File: src/rtl/pwm_deadtime_driver.sv
// Complementary high/low gate driver with programmable dead time behind a registered PWM input.
// Optional fault latch is built only when PWM_FAULT_LATCH_EN is defined.
`timescale 1ns/1ps

module pwm_deadtime_driver #(
    parameter int unsigned DEAD_W = 8
) (
    input  logic              clock,
    input  logic              reset,
    input  logic              io_in,
    input  logic              io_en,
    input  logic [DEAD_W-1:0] io_dead_cycles,
    input  logic              io_fault,
    output logic              io_hi,
    output logic              io_lo,
    output logic              io_dead,
    output logic              io_faulted
);

`ifdef PWM_FAULT_LATCH_EN
    typedef enum logic [2:0] {
        S_IDLE   = 3'd0,
        S_DEAD_H = 3'd1,
        S_HI_ON  = 3'd2,
        S_DEAD_L = 3'd3,
        S_LO_ON  = 3'd4,
        S_FAULT  = 3'd5
    } state_t;
`else
    typedef enum logic [2:0] {
        S_IDLE   = 3'd0,
        S_DEAD_H = 3'd1,
        S_HI_ON  = 3'd2,
        S_DEAD_L = 3'd3,
        S_LO_ON  = 3'd4
    } state_t;
`endif

    state_t             r_state;
    state_t             w_nxt;
    logic [DEAD_W-1:0]  r_cnt;
    logic [DEAD_W-1:0]  w_cnt_nxt;
    logic [DEAD_W-1:0]  w_deff_m1;
    logic               r_in_q;
    logic               r_run;
    logic               r_hi;
    logic               r_lo;
    logic               r_dead;

    // Zero dead time is treated as one cycle so the gates never switch back-to-back.
    assign w_deff_m1 = (io_dead_cycles == '0) ? '0 : (io_dead_cycles - DEAD_W'(1));

    // Next-state and dead counter; a mismatching input inside a dead interval reloads toward the new side.
    always_comb begin
        w_nxt     = r_state;
        w_cnt_nxt = r_cnt;
        if (!io_en || !r_run) begin
            w_nxt = S_IDLE;
        end
`ifdef PWM_FAULT_LATCH_EN
        else if (io_fault && (r_state != S_IDLE)) begin
            w_nxt = S_FAULT;
        end
`endif
        else begin
            case (r_state)
                S_IDLE: begin
                    w_nxt     = r_in_q ? S_DEAD_H : S_DEAD_L;
                    w_cnt_nxt = w_deff_m1;
                end
                S_HI_ON: begin
                    if (!r_in_q) begin
                        w_nxt     = S_DEAD_L;
                        w_cnt_nxt = w_deff_m1;
                    end
                end
                S_LO_ON: begin
                    if (r_in_q) begin
                        w_nxt     = S_DEAD_H;
                        w_cnt_nxt = w_deff_m1;
                    end
                end
                S_DEAD_H: begin
                    if (!r_in_q) begin
                        w_nxt     = S_DEAD_L;
                        w_cnt_nxt = w_deff_m1;
                    end else if (r_cnt == '0) begin
                        w_nxt = S_HI_ON;
                    end else begin
                        w_cnt_nxt = r_cnt - DEAD_W'(1);
                    end
                end
                S_DEAD_L: begin
                    if (r_in_q) begin
                        w_nxt     = S_DEAD_H;
                        w_cnt_nxt = w_deff_m1;
                    end else if (r_cnt == '0) begin
                        w_nxt = S_LO_ON;
                    end else begin
                        w_cnt_nxt = r_cnt - DEAD_W'(1);
                    end
                end
`ifdef PWM_FAULT_LATCH_EN
                S_FAULT: w_nxt = S_FAULT;
`endif
                default: w_nxt = S_IDLE;
            endcase
        end
    end

    // r_run holds the FSM in IDLE for the first edge after reset release.
    always_ff @(posedge clock or posedge reset) begin
        if (reset) begin
            r_run   <= 1'b0;
            r_in_q  <= 1'b0;
            r_state <= S_IDLE;
            r_cnt   <= '0;
            r_hi    <= 1'b0;
            r_lo    <= 1'b0;
            r_dead  <= 1'b0;
        end else begin
            r_run   <= 1'b1;
            r_in_q  <= io_in;
            r_state <= w_nxt;
            r_cnt   <= w_cnt_nxt;
            r_hi    <= (w_nxt == S_HI_ON);
            r_lo    <= (w_nxt == S_LO_ON);
            r_dead  <= (w_nxt == S_DEAD_H) || (w_nxt == S_DEAD_L);
        end
    end

    assign io_hi   = r_hi;
    assign io_lo   = r_lo;
    assign io_dead = r_dead;

`ifdef PWM_FAULT_LATCH_EN
    logic r_faulted;

    always_ff @(posedge clock or posedge reset) begin
        if (reset) begin
            r_faulted <= 1'b0;
        end else begin
            r_faulted <= (w_nxt == S_FAULT);
        end
    end

    assign io_faulted = r_faulted;
`else
    logic w_unused_fault;

    assign w_unused_fault = io_fault;
    assign io_faulted     = 1'b0;
`endif

endmodule

File: config.mk
export PLATFORM = sky130hd
export DESIGN_NAME = pwm_deadtime_driver
export DESIGN_NICKNAME = d
export VERILOG_FILES = /design/src/rtl/pwm_deadtime_driver.sv
export SDC_FILE = /design/constraint.sdc
export NUM_CORES = 1
export LEC_CHECK = 0
export CAP_MARGIN = 10
export CORE_MARGIN = 2
export CORE_UTILIZATION = 52
export DETAILED_ROUTE_END_ITERATION = 8
export PLACE_DENSITY = 0.83
export SYNTH_ARGS = -nofsm -noshare
export SYNTH_HDL_FRONTEND = slang
export SYNTH_SLANG_ARGS = --single-unit
File: constraint.sdc
create_clock -name clock -period 2.8 [get_ports clock]
set_input_delay 0.84 -clock clock [delete_from_list [all_inputs] [get_ports clock]]
set_output_delay 0.84 -clock clock [all_outputs]
set_load 0.05 [all_outputs]
# After elaboration in Yosys (flattened, before gate mapping)
# Cells that the tools add are included.
[word_totals] ff_bits=16 inputBits=13 out_inout_bits=4
[classes] add_sub_neg=2 n_eq_ne=10 mux=16 n_bitwise=1 n_reduce_logical=9
[ops] op="two-way mux 8 bit" n=6
[ops] op="case mux 8 bit (5 select lines)" n=1
[ops] op="two-way mux 3 bit" n=7
[ops] op="zero test 8 bit" n=2
[ops] op="subtractor 8 x 1 -> 8 bit (second input constant)" n=2
[ops] op="case mux 3 bit (5 select lines)" n=1
[ops] op="== test 3 x 2 -> 1 bit (second input constant)" n=4
[ops] op="== test 3 x 1 -> 1 bit (second input constant)" n=2
[ops] op="== test 3 bit (second input constant)" n=2
[ops] op="nonzero test 5 bit" n=1
[ops] op="inequality test 2 bit (second input constant)" n=2
[ops] op="AND reduction 4 bit" n=1
[ops] op="zero test 3 bit" n=1
[ops] op="zero test 1 bit" n=2
[ops] op="logical OR 1 bit" n=2
[ops] op="two-way mux 2 bit" n=1
[ops] op="inverter 1 bit" n=1

# Depth between registers and ports, before layout
[logic_depth] ltp_word=7 mapped_depth=7 depth_no_buf=7

# Least setup slack after synthesis
# No wires, ideal clock.
[synth_path] kind="reg-to-reg" start="reg r_cnt[0]" end="reg r_state[1]" setup_ns=0.125 arrival_time_ns=2.083 slack_ns=0.592 path_stages_with_launch=7 n_path_buf=0 path_cell_list="dfrtp_1 > inv_1 > ha_1 > or3b_2 > nor2_2 > mux2_1 > a2111oi_0"
[synth_between] elab_chain_len=5
[synth_lines] element="start, declared" line="41" source="logic [DEAD_W-1:0] r_cnt;"
[synth_lines] element="start signal, assigned" line="125" source="r_cnt <= w_cnt_nxt;"
[synth_lines] element="zero test 8 bit *" line="87, 97"
[synth_lines] element="two-way mux 3 bit (on tied branches)" line="97, 87"
[synth_lines] element="two-way mux 3 bit (on tied branches)" line="94, 84"
[synth_lines] element="case mux 3 bit (5 select lines) *" line="66" source="case (r_state)"
[synth_lines] element="two-way mux 3 bit *" line="57" source="if (!io_en || !r_run) begin"
[synth_lines] element="net w_nxt[1]" line="40" source="state_t w_nxt;"
[synth_lines] element="end signal, assigned" line="124" source="r_state <= w_nxt;"
[synth_lines] element="end, declared" line="39" source="state_t r_state;"
# Mark *: on every way through the listed nets, which the timed path passes. The rest lies on a longest branch.
# A chain may end at the register's enable or synchronous reset.

# Worst setup path after layout
[layout_path] start="in io_dead_cycles[0]" end="reg r_cnt[7]"
[layout_between] elab_chain_len=4
[layout_lines] element="start, declared" line="12" source="input logic [DEAD_W-1:0] io_dead_cycles,"
[layout_lines] element="subtractor 8 x 1 -> 8 bit or zero test 8 bit (tied branches)" line="51" source="assign w_deff_m1 = (io_dead_cycles == '0) ? '0 : (io_dead_cycles - DEAD_W'(1));"
[layout_lines] element="two-way mux 8 bit *" line="51"
[layout_lines] element="two-way mux 8 bit (on tied branches)"
[layout_lines] element="case mux 8 bit (5 select lines) *" line="66"
# Mark *: on every way between the ends. The rest lies on a longest branch, timed or not. The select of a mux whose other input is x is not followed.

==> results <==
-- final cells by class --
cell class / count / area share, %
multi-input cells: 87 / 47.2
flip-flops and latches: 16 / 32.1
repair buffers: 17 / 13.0
clock buffers: 4 / 2.91
well taps: 27 / 2.71
inverters: 7 / 2.10
-- critical path: stages --
cell             delay, ps
clkdlybuf4s50_1        470
or4_4                  570
nor4_2                 190
mux2i_1                220
nor3_1                  60
a221o_1                280
-- registers in the layout, indices dropped and copies added, names as in the netlist --
register and count:
io_dead 1, io_hi 1, io_lo 1, r_cnt 8, r_in_q 1, r_run 1, r_state 3
-- per-stage QoR --
step | total power [µW] | std cells | hold slack [ps]
floorplan | 402 | 113 | 476
global placement | 448 | 154 | 502
detailed placement | 453 | 154 | 503
CTS | 600 | 158 | 515
global route | 636 | 158 | 545
finish | 596 | 158 | 520
-- placed cells by master, fill, tap and decap left out, drive strengths merged, types with 4 or more instances in the layout --
cell and instances:
clkdlybuf4s50 14, o21ai 7, nor2 11, nor3 7, dfrtp 16, nor4 4
inv 7, nand2 8, a21oi 4, clkbuf 4
-- power by group through the flow --
stage / clock network, µW / registers [µW] / logic [µW]
after global placement: 0 / 290 / 157
after detailed placement: 0 / 292 / 162
after global routing: 162 / 294 / 181
after floorplan: 0 / 286 / 116
after CTS: 151 / 288 / 161
final: 146 / 289 / 161
-- worst max-delay path by stage --
| stage | end | cells after the start |
|---|---|---|
| 2_1_floorplan | r_state[1] | 6 |
| 3_3_place_gp | r_cnt[7] | 6 |
| 3_5_place_dp | r_cnt[7] | 6 |
| 4_1_cts | r_cnt[7] | 6 |
| 5_1_grt | r_state[1] | 6 |
| 6_report | r_cnt[7] | 6 |
-- kinds of logic after synthesis --
family	count (synthesis)	synth area share [%]
simple gates	47	25.9
other cells	2	0.727
fa+ha+maj	2	2.42
mux	5	5.08
flops	16	38.7
xor+xnor	4	3.39
compound gates	27	19.5
buf+inv	10	4.24
-- per-layer routing --
metal	share of wire, %	up-vias	track usage (%)
li1	-	452	-
met3	3.7	0	3.70
met5	0	-	0
met4	0	0	5.24
met2	50	20	33.6
met1	46	417	26.5
-- cell usage after synthesis (3+ instances only) --
library cell / instances
dfrtp_1: 16
o21ai_0: 3
nor3_1: 7
nand2_1: 8
nor2_1: 10
xnor2_1: 3
o22ai_1: 3
nand3_1: 3
o22a_1: 3
a21oi_1: 4
nand2b_1: 3
inv_1: 7
mux2i_1: 3
o21ai_1: 4
==> results.toml <==
[cts]
cts_resized = 0
cts_root_buf = "clkbuf_4"
post_cts_buffers = 0
cts_made_buffers = 3
cts_tree = "yes"
clock_path_buffers = 2
cts_hold_repair.buffers = 0
clkSinkCount = 16
clock_latency_ps = 280
path_clk_slew_ps = 80
htree_levels = 1

[logic_synthesis]
synth_top_area_share_pct = 38.7
synthArstFlopShare_pct = 100
ys.flop_type = "dfrtp_1"
yosysUniqueCellTypes = 42
ys_seq_elements = 16
ys.warnings.count = 0
synth_edf_count = 0
yosysTopAreaCell = "dfrtp_1"
synthesis.area_mm2 = 0.00103
ys_seq_area_share_pct = 38.7
synthCells = 113
synth_nets = 128
synth.area.top_cells = "dfrtp_1 39%, nor2_1 3.6%, nor3_1 3.4%"
synth.avg_cell_area_um2 = 9.15

[power]
power_density_mw_per_mm2 = 477
switching_share_pct = 31.3
switching_power_uw = 187
seqPwrFrac_pct = 48.5
pwr-share-comb_pct = 27.0
clkPwrFrac_pct = 24.5
leakage_uw = 0.000533
peakVddDrop_mv = 0.280
p_int_uw = 410

[worst_setup_path]
critPathLaunch = "io_dead_cycles[0]"
crit_required_ps = 2960
path_max_fanout = 4
path_class = "in -> reg"
rr_endpoint = "r_state[1]"
reg2reg_from = "r_cnt[0]"
startpoint_type = "input pin"
reg2reg_depth = 6
endpoint_kind = "flip-flop"
arrival_ps = 2630
worst-r2r-setup-slack_ps = 350

[drt]
route.vias.total = 889
drt_iter0_drc = 21
drt_wl_total_um = 2050
dr.pass1.iters = 4
drc_errors = 0
final_antenna_net_count = 0
avgRoutedWirePerCell_um = 12.9
viasPerCell = 5.63

[die]
die_area_mm2 = 0.00236
row_count = 16
fp.dieW_um = 48.6
core_mm2 = 0.00192
ios = 17
die_h_um = 48.6
start_util_pct = 53.8

[timing]
timing.final.ws_setup_ps = 325
report.final.slew_viol_count = 0
relSlewSlack_pct = 61.9
setup_violations = 0
tns_ps = 0
fmax_mhz = 404
finalCritPeriodShare_pct = 88.4
rsz0062_at_grt = "no"
tightestPinTransition_ps = 571
skew_ps = 7.75
fin_crit_ps = 2470
hold_viol = 0

[min_path]
hold_depth = 1
holdCritStartpoint = "r_cnt[5]"
hold_path_end = "r_cnt[5]"
min_path_type = "reg -> reg"

[placement]
hpwlAfterDp_um = 1650
gp_congestion = 0.814
placed_area_mm2 = 0.00121
dpl_worst_slack_ps = 49.0
port-buffer-count = 14

[global_route]
grt_antenna_before_repair = 0
grt-ovfl-total = 0
grt_pass1_vias = 844
grt_pass1_wl_um = 3730
grt_util_all_layers_pct = 19.9
grt_max_degree = 17

[job]
drv_cap = 0

[final_layout]
area_growth_pct = 20.8
diodes = 0
regArea_um2 = 400
final_util_pct = 65.0
design_area_mm2 = 0.00125
layout-drive-gt1-share_pct = 12.2
multi_input_area_um2 = 589
fillers = 174
fin_nets = 147

[status]
status = "completed"
(Power assumes the default switching activity.)
==> variant (config.mk and constraints unchanged) <==
The option `PWM_FAULT_LATCH_EN` is turned on by a define.
--- a/src/rtl/pwm_deadtime_driver.sv
+++ b/src/rtl/pwm_deadtime_driver.sv
@@ -1,6 +1,8 @@
 // Complementary high/low gate driver with programmable dead time behind a registered PWM input.
 // Optional fault latch is built only when PWM_FAULT_LATCH_EN is defined.
 `timescale 1ns/1ps
+
+`define PWM_FAULT_LATCH_EN
 
 module pwm_deadtime_driver #(
     parameter int unsigned DEAD_W = 8
Behaviour: not the same (Yosys sat finds a counterexample within 4 cycles, from zero or initial values and one cycle with reset high).
==> variant against the unedited design <==
- synthesized area up 8.5%
- final area up 7.0%
- setup slack worse by 0.021 ns
- routed wire length up 15%
- total power up 7.9%
- count of clock-buffer cells in the layout down 1
- synthesized cell count up 8.0%
- largest power group unchanged
- cell count up 5.7%
- sequential cell count up 1
- critical path type unchanged
- clock skew down 0.0059 ns
- die area up 7.8%
==> variant: results (changes against the unedited design) <==
Status
  • Run status: completed

Global routing
  • Total GRT Usage: 22.2% (+2.3 points)
  • Via count of the first global-routing pass: 963 (+14%)
  • First-pass GRT wire length: 4250 µm (+14%)
  • Largest net degree at the start of global routing: 18 (+1)

Power
  • Sequential power share: 49.6% (+1.1 points)
  • Pint: 0.423 mW (+3.2%)
  • VDD IR-drop max: 418 µV (+49%)
  • Clk pwr share: 21.1% (-3.4 points)
  • Clock group: 0.136 mW (-7%)
  • Leakage: 0.554 nW (+3.9%)

Worst setup path
  • CP Max Fanout: 6 (+2)
  • R2r worst-path depth: 7 (+1)
  • Crit path DAT: 2.69 ns (+0.06 ns)
  • R2r setup slk: 0.51 ns (+0.16 ns)
  • R2r endpoint: io_hi$_DFF_PP0_
  • Top cell family by delay on the critical path: simple AND/OR/NAND/NOR gates
  • Slowest cell on crit path: or4_4

Drt
  • Via count: 974 (+9.6%)
  • DRT iter0 DRCs: 22 (+4.8%)
  • Final WL: 2350 µm (+15%)

Finish
  • NonClk Buf Share: 13.1% (+0.083 points)
  • Design area: 1340 µm² (+7.0%)
  • NumNets Final: 157 (+6.8%)
  • Number of sequential cells: 17 (+1)
  • Multi-Input Combinational: 91 (+4.6%)
  • FF+latch area: 425 µm² (+6.3%)
  • Area of the multi-input gates: 634 µm² (+7.6%)
  • Non-clk bufs: 18 (+1)
  • Fillers: 183 (+5.2%)
  • Inverters: 10 (+3)
  • Post-layout instance count excluding filler cells: 167 (+5.7%)
  • Clock buf/inv share: 2.25% (-0.66 points)
  • Share of cells above drive strength 1: 9.29% (-2.9 points)

Yosys
  • Cell variety after synth: 41 (-2.4%)
  • Top cells by area, synth: dfrtp_1 38%, a22o_1 4.7%, o21ai_0 4.5%
  • Sequential area share after synthesis: 37.9% (-0.79 points)
  • Mapped Avg Cell Area: 9.19 µm² (+0.47%)
  • Synth Net Count: 138 (+7.8%)
  • Post-synthesis mux area share: 1.90% (-3.2 points)
  • Adder-cell share of the synthesized area: 3.35% (+0.93 points)
  • Compound-gate portion of the synthesized area: 21.2% (+1.7 points)
  • Synth top cells by count: 17 x dfrtp_1, 10 x inv_1, 10 x nor2_1, 10 x o21ai_0, 8 x nor3_1
  • Post-synthesis xor/xnor area fraction: 4.69% (+1.3 points)

Hold path
  • Min-delay src: r_cnt[1]$_DFFE_PP0P_
  • Hold Path Sink: r_cnt[1]$_DFFE_PP0P_
  • Hold Path Class: reg -> reg

Place
  • GPL Wtd Cong: 0.879 (+8.0%)
  • Post-place setup slack: 0.0208 ns (-0.0281 ns)
  • Detailed Place HPWL: 1810 µm (+9.8%)
  • I/O Buffers: 16 (+2)

Clock network
  • Clock-pin slew on the worst setup and hold paths: 0.10 ns (+0.02 ns)
  • Cts bufs inserted: 3 (unchanged)

STA
  • Final Cycle Share: 89.2% (+0.76 points)
  • Fin Hold WS: 0.575 ns (+0.0548 ns)
  • Clock skew: 0.00182 ns (-0.00593 ns)
  • Worst-Margin Slew: 0.631 ns (+0.0605 ns)
==> variant: worst max path at each step <==
stage / startpoint / endpoint / slack, ns / cells past startpoint
2_1_floorplan: io_dead_cycles[2] / r_cnt[3]$_DFFE_PP0P_ / 0.52 / 6
3_3_place_gp: io_dead_cycles[2] / r_cnt[7]$_DFFE_PP0P_ / 0.04 / 6
3_5_place_dp: io_dead_cycles[2] / r_cnt[5]$_DFFE_PP0P_ / 0.02 / 6
4_1_cts: io_dead_cycles[2] / r_cnt[7]$_DFFE_PP0P_ / 0.33 / 6
5_1_grt: io_dead_cycles[2] / r_cnt[7]$_DFFE_PP0P_ / 0.15 / 6
6_report: io_dead_cycles[2] / r_cnt[5]$_DFFE_PP0P_ / 0.30 / 6
==> variant: routing by layer <==
layer,vias up,GRT usage (%),wire length [µm]
li1,487,-,-
met1,458,30.4,1130
met2,25,35.3,1090
met3,4,5.36,100
met4,0,5.86,29
met5,-,0,0
